### src/rtl/piso_8bit_tx.sv
// Byte-wide parallel-in, serial-out transmitter (MSB first) with a one-entry holding buffer.
// A byte accepted at edge N drives bits during cycles N+1..N+8; din_ready drops only while the buffer is full and not draining.
module piso_8bit_tx (
  input  logic       clk,
  input  logic       rst,
  input  logic [7:0] din,
  input  logic       din_valid,
  output logic       din_ready,
  output logic       sout,
  output logic       sout_valid,
  output logic       frame_start,
  output logic [2:0] bit_idx,
  output logic       done,
  output logic       busy
);

  typedef enum logic {IDLE = 1'b0, SHIFT = 1'b1} state_t;

  state_t     state_q, state_d;
  logic [7:0] shreg_q, shreg_d;
  logic [7:0] hold_data_q, hold_data_d;
  logic [2:0] cnt_q, cnt_d;
  logic       hold_full_q, hold_full_d;
  logic       done_q, done_d;
  logic       last_bit, load, accept;

  always_comb begin
    last_bit    = (state_q == SHIFT) && (cnt_q == 3'd7);
    // Reloading on the last bit is what makes back-to-back frames gapless.
    load        = hold_full_q && ((state_q == IDLE) || last_bit);
    din_ready   = !hold_full_q || load;
    accept      = din_valid && din_ready;

    state_d     = state_q;
    shreg_d     = shreg_q;
    cnt_d       = cnt_q;
    hold_data_d = hold_data_q;
    hold_full_d = hold_full_q;
    done_d      = last_bit;

    if (accept) begin
      hold_data_d = din;
      hold_full_d = 1'b1;
    end else if (load) begin
      hold_full_d = 1'b0;
    end

    if (load) begin
      shreg_d = hold_data_q;
      cnt_d   = 3'd0;
      state_d = SHIFT;
    end else if (state_q == SHIFT) begin
      shreg_d = {shreg_q[6:0], 1'b0};
      cnt_d   = cnt_q + 3'd1;
      if (last_bit) state_d = IDLE;
    end
  end

  always_ff @(posedge clk or posedge rst) begin
    if (rst) begin
      state_q     <= IDLE;
      shreg_q     <= 8'd0;
      cnt_q       <= 3'd0;
      hold_data_q <= 8'd0;
      hold_full_q <= 1'b0;
      done_q      <= 1'b0;
    end else begin
      state_q     <= state_d;
      shreg_q     <= shreg_d;
      cnt_q       <= cnt_d;
      hold_data_q <= hold_data_d;
      hold_full_q <= hold_full_d;
      done_q      <= done_d;
    end
  end

  assign sout        = (state_q == SHIFT) ? shreg_q[7] : 1'b0;
  assign sout_valid  = (state_q == SHIFT);
  assign frame_start = (state_q == SHIFT) && (cnt_q == 3'd0);
  assign bit_idx     = (state_q == SHIFT) ? (3'd7 - cnt_q) : 3'd0;
  assign done        = done_q;
  assign busy        = (state_q == SHIFT) || hold_full_q;

endmodule

### config.mk
export PLATFORM = sky130hd
export DESIGN_NAME = piso_8bit_tx
export DESIGN_NICKNAME = d
export VERILOG_FILES = /design/src/rtl/piso_8bit_tx.sv
export SDC_FILE = /design/constraint.sdc
export NUM_CORES = 1
export LEC_CHECK = 0
export ABC_AREA = 0
export CAP_MARGIN = 10
export CORE_MARGIN = 4
export CORE_UTILIZATION = 54
export DETAILED_ROUTE_END_ITERATION = 6
export GPL_TIMING_DRIVEN = 0
export PLACE_DENSITY = 0.82
export SYNTH_ARGS = -nofsm -noshare
export SYNTH_HDL_FRONTEND = slang
export SYNTH_SLANG_ARGS = --single-unit
export TNS_END_PERCENT = 30
### constraint.sdc
create_clock -name clk -period 2.49 [get_ports clk]
set_input_delay 0.498 -clock clk [delete_from_list [all_inputs] [get_ports clk]]
set_output_delay 0.498 -clock clk [all_outputs]
set_load 0.005 [all_outputs]
==> impl_metrics.env <==
export IMPL_status="complete, no violations"
export IMPL_drv_cap=0
export IMPL_nets=130
export IMPL_ys_seq_area_frac=0.509
export IMPL_rows=15
export IMPL_cts_htree_levels=1
export IMPL_io_buffers=19
export IMPL_cp_arrival_ns=1.85
export IMPL_startpoint_type="flop"
export IMPL_synth_warning_count=0
export IMPL_clk_pin_slew_ns=0.12
export IMPL_end_kind="primary output"
export IMPL_die_area_mm2=0.00278
export IMPL_worst_hold_slack_ns=0.500
export IMPL_cts_buffers=3
export IMPL_switching_share=0.319
export IMPL_ioPinCount=20
export IMPL_cts_resized=0
export IMPL_grt_antenna_before_repair=0
export IMPL_cellInternalPower_mw=1.05
export IMPL_ant_nets=0
export IMPL_grt_pass1_wl_um=3770
export IMPL_vias_per_cell=5.61
export IMPL_vias=786
export IMPL_final_common_cell="dfrtp_1"
export IMPL_clk_latency_ns=0.33
export IMPL_dpl_hpwl_um=1440
export IMPL_fin_tns_setup_ns=0
export IMPL_p_leak_nw=0.618
export IMPL_layout_min_cycle_time_ns=2.35
export IMPL_netlist_instances=92
export IMPL_synth_seq_cells=22
export IMPL_drcViolationCount=0
export IMPL_worstPathMaxFanout=5
export IMPL_grt_pass1_vias=813
export IMPL_final_cell_area_mm2=0.00136
export IMPL_root_buffer="clkbuf_4"
export IMPL_slew_headroom=0.446
export IMPL_drtIter0Drc=11
export IMPL_place_gp_congestion=0.743
export IMPL_die_h_um=52.7
export IMPL_grt_max_degree=23
export IMPL_cts_buffer_depth=2
export IMPL_placedInstanceArea_mm2=0.00130
export IMPL_placedCellCount=136
export IMPL_skew_ns=0.0120
export IMPL_clkSinkCount=22
export IMPL_final_util=0.752
export IMPL_post_route_period_util=0.943
export IMPL_cts_setup_buffers=0
export IMPL_synth_nets=106
export IMPL_switching_power_mw=0.494
export IMPL_comb_power_share=0.415
export IMPL_drt_first_pass_iters=4
export IMPL_ir_drop_uv=861
export IMPL_finalHoldViolCount=0
export IMPL_gr_total_overflow=0
export IMPL_worstHoldPathType="flop to flop"
export IMPL_crit_type="flop to primary output"
export IMPL_p_per_area_mw_per_mm2=1140
export IMPL_avgSynthCellArea_um2=11.8
export IMPL_worst_pin_slew_ns=0.830
export IMPL_fin_ws_ns=0.142
export IMPL_rsz0062_at_grt="false"
export IMPL_syn_area_mm2=0.00108
export IMPL_fmax_mhz=426
export IMPL_syn_to_final_growth_pct=25.3
export IMPL_power_total_mw=1.55
export IMPL_n_antenna_cell=0
export IMPL_synth_cell_type_count=23
export IMPL_wl_per_cell_um=15.8
export IMPL_worstPathRequired_ns=1.99
export IMPL_fin_cells=140
export IMPL_drive_gt1_frac=0.217
export IMPL_dpl_worst_slack_ns=0.496
export IMPL_start_util=0.600
export IMPL_grt_usage=0.195
export IMPL_final_cell_mix="dfrtp_1, clkdlybuf4s50_1, mux2_2"
export IMPL_seqPwrFrac=0.402
export IMPL_core_mm2=0.00180
export IMPL_finalWirelength_um=2210
export IMPL_drv_slew=0
export IMPL_pwr_share_clk=0.183
export IMPL_finalSetupViolCount=0
export IMPL_hold_buffers=0
export IMPL_die_w_um=52.7
export IMPL_cts_tree="yes"
==> critical path: stages, from the launching register on <==
cell and delay [ns]:
dfrtp_1 0.46, ha_1 0.23, ha_1 0.22, nand3b_4 0.17, clkdlybuf4s50_1 0.45
==> state kept, by name, indices dropped and copies added, names as in the netlist <==
register,count
hold_data_q,8
shreg_q,8
cnt_q,3
done,1
hold_full_q,1
sout_valid,1
==> per-layer routing <==
metal | track usage | part of all wire | up-vias
met2 | 0.333 | 0.50 | 27
met4 | 0.102 | 0.021 | 0
met1 | 0.230 | 0.42 | 389
met3 | 0.0342 | 0.061 | 6
li1 | - | - | 364
met5 | 0 | 0 | -
==> kinds of logic after synthesis <==
logic type / share of synthesized area
fa+ha+maj: 0.0347
simple gates: 0.108
xor+xnor: 0.00810
flops: 0.509
buf+inv: 0.0856
mux: 0.154
compound gates: 0.101
==> power by group through the flow <==
stage	logic (mW)	clock network [mW]	registers (mW)
global route	0.704	0.301	0.641
global placement	0.601	0	0.615
floorplan	0.422	0	0.595
detailed placement	0.633	0	0.626
CTS	0.647	0.289	0.620
finish	0.642	0.283	0.621
==> final timing paths <==
kind	start	end	slack, ns	depth (start not counted)
setup / recovery	cnt_q[0]	din_ready	0.14	4
setup reg to reg	cnt_q[0]	hold_data_q[0]	0.73	5
hold / removal	shreg_q[2]	shreg_q[2]	0.50	2
hold reg to reg	shreg_q[2]	shreg_q[2]	0.50	2
min in group asynchronous	rst	hold_data_q[2]	0.61	2
max in group asynchronous	rst	shreg_q[1]	1.35	2
==> synthesized netlist by cell type <==
| master | number | share of area |
|---|---|---|
| a31oi_1 | 5 | 0.029 |
| a32o_1 | 1 | 0.0093 |
| a32oi_1 | 1 | 0.0081 |
| and2_1 | 3 | 0.017 |
| buf_2 | 2 | 0.0093 |
| buf_6 | 3 | 0.031 |
| clkbuf_1 | 1 | 0.0035 |
| dfrtp_1 | 22 | 0.51 |
| ha_1 | 3 | 0.035 |
| inv_1 | 12 | 0.042 |
| mux2_2 | 13 | 0.14 |
| mux2i_1 | 2 | 0.019 |
| nand2_1 | 2 | 0.0069 |
| nand2_2 | 1 | 0.0058 |
| nand2b_1 | 2 | 0.012 |
| nand2b_4 | 1 | 0.013 |
| nand3_1 | 3 | 0.014 |
| nand3b_4 | 1 | 0.019 |
| nor2_1 | 1 | 0.0035 |
| nor2b_1 | 3 | 0.017 |
| o22ai_1 | 8 | 0.046 |
| o311ai_0 | 1 | 0.0081 |
| xnor2_1 | 1 | 0.0081 |
==> final cells by class <==
cell class	instances	area, um2
fill	131	447
sequential	22	551
clock buffer	3	22.5
tap	25	31.3
clock inverter	1	30.0
inverter	12	45.0
multi-input combinational	52	438
buffer	6	47.5
timing repair buffer	19	190
(Power assumes the default switching activity.)
